`src/rtl/pipe_operand_feeder_if.sv`:
```
// Operand feeder bus: operand intake, drive to and return from the arithmetic pipeline, result output.
interface pipe_operand_feeder_if #(parameter int N = 10);
  logic         in_valid;
  logic         in_ready;
  logic [N-1:0] in_a;
  logic [N-1:0] in_b;
  logic [N-1:0] in_c;
  logic [N-1:0] in_d;
  logic [N-1:0] p_a;
  logic [N-1:0] p_b;
  logic [N-1:0] p_c;
  logic [N-1:0] p_d;
  logic [N-1:0] p_f;
  logic         res_valid;
  logic         res_ready;
  logic [N-1:0] res_data;
  logic         busy;

  modport slave (
    input  in_valid, in_a, in_b, in_c, in_d, p_f, res_ready,
    output in_ready, p_a, p_b, p_c, p_d, res_valid, res_data, busy
  );

  modport master (
    output in_valid, in_a, in_b, in_c, in_d, p_f, res_ready,
    input  in_ready, p_a, p_b, p_c, p_d, res_valid, res_data, busy
  );
endinterface

```
`src/rtl/pipe_operand_feeder.sv`:
```
// Issue stage for a stall-free LAT-deep pipeline: buffers operand sets, issues one per cycle, captures F in order.
// Accept-to-result is LAT+2 edges when idle; issue is gated by result-FIFO credits, so res_ready=0 backs up into in_ready.
module pipe_operand_feeder #(
  parameter int N      = 10,
  parameter int IDEPTH = 4,
  parameter int RDEPTH = 4,
  parameter int LAT    = 3
) (
  input  logic                 i_clk,
  input  logic                 i_rst_n,
  pipe_operand_feeder_if.slave io_bus
);
  localparam int IAW = $clog2(IDEPTH);
  localparam int RAW = $clog2(RDEPTH);
  localparam int CW  = $clog2(RDEPTH + 1);

  typedef struct packed {
    logic [N-1:0] a;
    logic [N-1:0] b;
    logic [N-1:0] c;
    logic [N-1:0] d;
  } opset_t;

  opset_t       r_imem [IDEPTH];
  logic [IAW:0] r_iwr;
  logic [IAW:0] r_ird;
  logic [N-1:0] r_rmem [RDEPTH];
  logic [RAW:0] r_rwr;
  logic [RAW:0] r_rrd;
  logic [LAT:0] r_tag;
  logic [CW-1:0] r_credits;
  opset_t       r_p;

  opset_t       w_in_dat;
  opset_t       w_ihead;
  logic [IAW:0] w_icount;
  logic [RAW:0] w_rcount;
  logic         w_ifull;
  logic         w_iempty;
  logic         w_rempty;
  logic         w_ipush;
  logic         w_issue;
  logic         w_rpush;
  logic         w_rpop;

  assign w_in_dat = {io_bus.in_a, io_bus.in_b, io_bus.in_c, io_bus.in_d};
  assign w_icount = r_iwr - r_ird;
  assign w_ifull  = (w_icount == (IAW+1)'(IDEPTH));
  assign w_iempty = (w_icount == '0);
  assign w_ihead  = r_imem[r_ird[IAW-1:0]];
  assign w_rcount = r_rwr - r_rrd;
  assign w_rempty = (w_rcount == '0);

  // in_ready is held low throughout reset and ignores a same-cycle pop
  assign io_bus.in_ready = i_rst_n && !w_ifull;
  assign w_ipush = io_bus.in_valid && io_bus.in_ready;
  assign w_issue = !w_iempty && (r_credits != '0);
  assign w_rpush = r_tag[LAT];
  assign w_rpop  = io_bus.res_valid && io_bus.res_ready;

  assign io_bus.p_a       = r_p.a;
  assign io_bus.p_b       = r_p.b;
  assign io_bus.p_c       = r_p.c;
  assign io_bus.p_d       = r_p.d;
  assign io_bus.res_valid = !w_rempty;
  assign io_bus.res_data  = w_rempty ? '0 : r_rmem[r_rrd[RAW-1:0]];
  assign io_bus.busy      = !w_iempty || !w_rempty || (|r_tag);

  always_ff @(posedge i_clk) begin
    if (!i_rst_n) begin
      r_iwr     <= '0;
      r_ird     <= '0;
      r_rwr     <= '0;
      r_rrd     <= '0;
      r_tag     <= '0;
      r_credits <= CW'(RDEPTH);
      r_p       <= '0;
    end else begin
      if (w_ipush) r_iwr <= r_iwr + (IAW+1)'(1);
      if (w_issue) begin
        r_ird <= r_ird + (IAW+1)'(1);
        r_p   <= w_ihead;
      end
      r_tag <= {r_tag[LAT-1:0], w_issue};
      // A credit held from issue to pop guarantees this push never overflows
      if (w_rpush) r_rwr <= r_rwr + (RAW+1)'(1);
      if (w_rpop)  r_rrd <= r_rrd + (RAW+1)'(1);
      case ({w_issue, w_rpop})
        2'b10:   r_credits <= r_credits - CW'(1);
        2'b01:   r_credits <= r_credits + CW'(1);
        default: r_credits <= r_credits;
      endcase
    end
  end

  always_ff @(posedge i_clk) begin
    if (w_ipush) r_imem[r_iwr[IAW-1:0]] <= w_in_dat;
    if (w_rpush) r_rmem[r_rwr[RAW-1:0]] <= io_bus.p_f;
  end
endmodule

```
`src/flat_wrapper.sv`:
```
// flat-port wrapper written by rule: the top's interface ports become plain ports
module pipe_operand_feeder_flat 
#(
  parameter int N      = 10,
  parameter int IDEPTH = 4,
  parameter int RDEPTH = 4,
  parameter int LAT    = 3
)
  (i_clk, i_rst_n, io_bus_in_valid, io_bus_in_a, io_bus_in_b, io_bus_in_c, io_bus_in_d, io_bus_p_f, io_bus_res_ready, io_bus_in_ready, io_bus_p_a, io_bus_p_b, io_bus_p_c, io_bus_p_d, io_bus_res_valid, io_bus_res_data, io_bus_busy);
  pipe_operand_feeder_if #(.N(N)) io_bus_i ();
  input  logic i_clk;
  input  logic i_rst_n;
  input wire logic [$bits(io_bus_i.in_valid)-1:0] io_bus_in_valid;
  input wire logic [$bits(io_bus_i.in_a)-1:0] io_bus_in_a;
  input wire logic [$bits(io_bus_i.in_b)-1:0] io_bus_in_b;
  input wire logic [$bits(io_bus_i.in_c)-1:0] io_bus_in_c;
  input wire logic [$bits(io_bus_i.in_d)-1:0] io_bus_in_d;
  input wire logic [$bits(io_bus_i.p_f)-1:0] io_bus_p_f;
  input wire logic [$bits(io_bus_i.res_ready)-1:0] io_bus_res_ready;
  output wire logic [$bits(io_bus_i.in_ready)-1:0] io_bus_in_ready;
  output wire logic [$bits(io_bus_i.p_a)-1:0] io_bus_p_a;
  output wire logic [$bits(io_bus_i.p_b)-1:0] io_bus_p_b;
  output wire logic [$bits(io_bus_i.p_c)-1:0] io_bus_p_c;
  output wire logic [$bits(io_bus_i.p_d)-1:0] io_bus_p_d;
  output wire logic [$bits(io_bus_i.res_valid)-1:0] io_bus_res_valid;
  output wire logic [$bits(io_bus_i.res_data)-1:0] io_bus_res_data;
  output wire logic [$bits(io_bus_i.busy)-1:0] io_bus_busy;
  assign io_bus_i.in_valid = io_bus_in_valid;
  assign io_bus_i.in_a = io_bus_in_a;
  assign io_bus_i.in_b = io_bus_in_b;
  assign io_bus_i.in_c = io_bus_in_c;
  assign io_bus_i.in_d = io_bus_in_d;
  assign io_bus_i.p_f = io_bus_p_f;
  assign io_bus_i.res_ready = io_bus_res_ready;
  assign io_bus_in_ready = io_bus_i.in_ready;
  assign io_bus_p_a = io_bus_i.p_a;
  assign io_bus_p_b = io_bus_i.p_b;
  assign io_bus_p_c = io_bus_i.p_c;
  assign io_bus_p_d = io_bus_i.p_d;
  assign io_bus_res_valid = io_bus_i.res_valid;
  assign io_bus_res_data = io_bus_i.res_data;
  assign io_bus_busy = io_bus_i.busy;
  pipe_operand_feeder #(.N(N), .IDEPTH(IDEPTH), .RDEPTH(RDEPTH), .LAT(LAT)) u_core (.i_clk(i_clk), .i_rst_n(i_rst_n), .io_bus(io_bus_i));
endmodule
```
`config.mk`:
```
export PLATFORM = sky130hd
export DESIGN_NAME = pipe_operand_feeder_flat
export DESIGN_NICKNAME = d
export VERILOG_FILES = /design/src/rtl/pipe_operand_feeder_if.sv /design/src/rtl/pipe_operand_feeder.sv /design/src/flat_wrapper.sv
export SDC_FILE = /design/constraint.sdc
export NUM_CORES = 1
export LEC_CHECK = 0
export BUFFER_PORTS_ARGS = -buffer_cell sky130_fd_sc_hd__buf_4
export CAP_MARGIN = 40
export CORE_MARGIN = 4
export CORE_UTILIZATION = 55
export DETAILED_ROUTE_END_ITERATION = 16
export PLACE_DENSITY = 0.71
export REMOVE_ABC_BUFFERS = 1
export SLEW_MARGIN = 5
export SYNTH_ARGS = -nofsm -noshare
export SYNTH_HDL_FRONTEND = slang
export SYNTH_SLANG_ARGS = --single-unit
```
`constraint.sdc`:
```
create_clock -name i_clk -period 4.55 [get_ports i_clk]
set_input_delay 1.1375 -clock i_clk [delete_from_list [all_inputs] [get_ports i_clk]]
set_output_delay 1.1375 -clock i_clk [all_outputs]
set_load 0.02 [all_outputs]
```
==> impl_metrics.tcl <==
set metrics [dict create \
    max_freq_mhz 285 \
    reg2reg_slack_ps 1870 \
    core-area_um2 18000 \
    cts.sinks 261 \
    fillers 1221 \
    synth_cells 573 \
    critPathRequiredTime_ps 3410 \
    slew_headroom_pct 46.8 \
    cts_tree "built" \
    drive_gt1_share_pct 30.3 \
    crit_cells 7 \
    p_sw_share_pct 29.4 \
    ctsResizeCount 0 \
    cts_buffers 25 \
    io_pins 107 \
    yosysWarnings 0 \
    async_reset_ff_share_pct 0 \
    ir_worst_vdd_mv 0.409 \
    hold_slack_ps 460 \
    finalClockSkew_ps 11.5 \
    grt_pass1_wl_um 29100 \
    grt_max_degree 65 \
    syn_to_final_growth_pct 19.4 \
    cp-startpoint "u_core.r_rwr[0]" \
    die_x_um 143 \
    htreeDepth 1 \
    pwr-share-seq_pct 40.9 \
    r2r.worst_path.cells 7 \
    power.leakage_nw 4.36 \
    drv_slew 0 \
    initial_core_util_pct 55.8 \
    worstPathArrival_ps 2370 \
    synth_top_area_cell "edfxtp_1" \
    busiest_layer "met2" \
    antenna_found_initial 0 \
    hold_buffers 0 \
    endpoint_kind "primary output" \
    use_met1_pct 24.0 \
    synth_area_leaders "edfxtp_1 (60%), dfxtp_1 (12%), mux4_2 (11%)" \
    fin_area_um2 12000 \
    p_clk_share_pct 28.9 \
    pwr-share-comb_pct 30.2 \
    portBuffers 106 \
    use_met3_pct 2.78 \
    cts_setup_buffers 0 \
    dpl-instance-area_um2 11100 \
    routed_wirelength_um 18300 \
    std_cell_rows 49 \
    synth_cell_types 30 \
    synth_edf_count 200 \
    r2r-start "u_core.r_iwr[0]" \
    setup.worst_path.start_class "flop" \
    vias 5168 \
    fin_util_pct 66.7 \
    cellPowerDensity_nw_per_um2 629 \
    rsz0062_at_grt "false" \
    setup_viol 0 \
    syn_area_per_cell_um2 17.5 \
    tightest_slew_ps 799 \
    track_usage_pct 18.3 \
    post-route-period-util_pct 77.0 \
    ys.flop_type "edfxtp_1" \
    globalplace.congestion 0.731 \
    syn-cell-area_um2 10000 \
    cts_root_buffer "clkbuf_16" \
    critical-path-top-delay-family "simple AND/OR/NAND/NOR gates" \
    reg2reg_to "u_core.r_imem[0][14]" \
    antenna_cells 0 \
    max_stage_delay_ps 490 \
    fp.dieH_um 143 \
    path_buf_inv 2 \
    cts_buffer_depth 3 \
    worstSetupPathType "reg -> out" \
    wire_per_inst_um 19.7 \
    grt-ovfl-total 0 \
    status "completed" \
    endpoint "io_bus_busy" \
    synth_top_area_share_pct 59.9 \
    maxCapViolCount 0 \
    ys_seq_area_share_pct 72.1 \
    nets 755 \
    finalHoldViolations 0 \
    drcViolationCount 0 \
    cp_max_fo 12 \
    grt_pass1_vias 5436 \
    p_int_w 0.00532 \
    dr.pass1.iters 5 \
    cp_slowest_cell "and2_1" \
    fin_crit_ps 3500 \
    hold_class "reg -> reg" \
    p_sw_w 0.00222 \
    grtUsageMet2_pct 32.4 \
    viasPerCell 5.55 \
    dp_hpwl_um 11300 \
    crit_chain "inv_1 > ha_1 > nor2b_1 > xnor2_1 > and2_1 > nand3_1 > buf_4" \
    yosys_register_bits 261 \
    drt_iter0_markers 342 \
    clock_latency_ps 500 \
    clk_pin_slew_worst_paths_ps 60 \
    antenna_left 0 \
    dieArea_um2 20500 \
]
[sequential cells by signal, summed over array words and instances, names as in the netlist, named ones only]
register and flops:
u_core.io_bus.p_a 10, u_core.io_bus.p_b 10, u_core.io_bus.p_c 10, u_core.io_bus.p_d 10, u_core.r_credits 3, u_core.r_imem 160
u_core.r_ird 3, u_core.r_iwr 3, u_core.r_rmem 40, u_core.r_rrd 3, u_core.r_rwr 3, u_core.r_tag 4
[cells in the final DEF (no fill, tap or decap), drive strengths merged, types with 2 or more instances in the layout]
master / Yosys / final
a21oi: 3 / 3
clkbuf: 19 / 34
nand2b: 5 / 5
mux4: 50 / 50
bufinv: 0 / 5
xor2: 3 / 3
nand3: 2 / 2
nand2: 96 / 96
and2: 10 / 10
buf: 11 / 115
o21ai: 2 / 2
and3: 4 / 4
dfxtp: 61 / 61
nor2b: 12 / 12
clkinv: 0 / 6
nor2: 7 / 7
inv: 9 / 9
mux2i: 52 / 52
a21boi: 2 / 2
edfxtp: 200 / 200
xnor2: 5 / 5
ha: 15 / 15
[cell usage after synthesis (2+ instances only)]
cell type	n
edfxtp_1	200
and2_1	9
nand2b_1	5
dfxtp_1	61
mux2i_1	52
nor2_1	7
buf_2	6
nor2b_1	12
xor2_1	3
ha_1	15
xnor2_1	4
a21oi_1	3
and3_1	4
nand3_1	2
mux4_2	50
o21ai_0	2
nand2_1	96
clkbuf_1	19
buf_8	4
inv_1	9
[tightest hold or removal path: stages, from the launching register on]
cell and delay (ps):
dfxtp_1 310, nand2_1 50, mux2i_1 50
[logic make-up (layout without fill, tap and decap cells)]
logic type                 count (synthesis)  count (layout)  share of synthesized area [%]
DFF                                      261             261                           72.1
and+or+nand+nor                          138             138                           6.01
muxes                                    102             102                           16.4
buffers and inverters                     39             169                           2.06
adders and majority gates                 16              16                           2.07
AOI/OAI and AO/OA                          9               9                          0.611
xor gates and xnor gates                   8               8                          0.774
[per-stage QoR]
stage	power, W	setup WS [ps]	std cells	setup TNS [ps]
6_report	0.00754	1050	932	0
5_1_grt	0.00791	874	932	0
4_1_cts	0.00762	968	932	0
3_5_place_dp	0.00544	1320	887	0
3_3_place_gp	0.00535	1350	882	0
2_1_floorplan	0.00451	-2600	543	-68970
[worst min path at each step]
stage,startpoint,end,slack [ps],depth (start not counted)
finish,u_core.io_bus.p_d[7],u_core.io_bus.p_d[7],460,2
global route,u_core.io_bus.p_a[5],u_core.io_bus.p_a[5],490,2
CTS,u_core.io_bus.p_a[2],u_core.io_bus.p_a[2],470,2
detailed placement,u_core.r_tag[0],u_core.r_tag[1],460,1
global placement,u_core.r_tag[0],u_core.r_tag[1],440,1
floorplan,u_core.r_tag[1],u_core.r_tag[2],440,1
[final cells by class]
class / instances / area [µm²] / area share (%)
timing repair buffer: 115 / 926 / 7.73
sequential: 261 / 7230 / 60.4
multi-input combinational: 273 / 2620 / 21.9
clock buffer: 34 / 699 / 5.84
clock inverter: 11 / 179 / 1.49
tap: 229 / 287 / 2.39
inverter: 9 / 33.8 / 0.282
[routing by layer]
metal | vias to the layer above | wire (µm)
met5 | - | 0
met4 | 0 | 319
met3 | 30 | 1050
met2 | 136 | 9530
met1 | 2632 | 7420
li1 | 2370 | -
[power by group through the flow]
stage / Clock, W / Combinational [W] / Sequential (W)
6_report: 0.00218 / 0.00228 / 0.00308
3_5_place_dp: 0 / 0.00231 / 0.00313
5_1_grt: 0.00233 / 0.00247 / 0.00312
4_1_cts: 0.00222 / 0.00232 / 0.00308
2_1_floorplan: 0 / 0.00128 / 0.00323
3_3_place_gp: 0 / 0.00223 / 0.00311
Note: power is estimated with default switching activity, not from simulation.
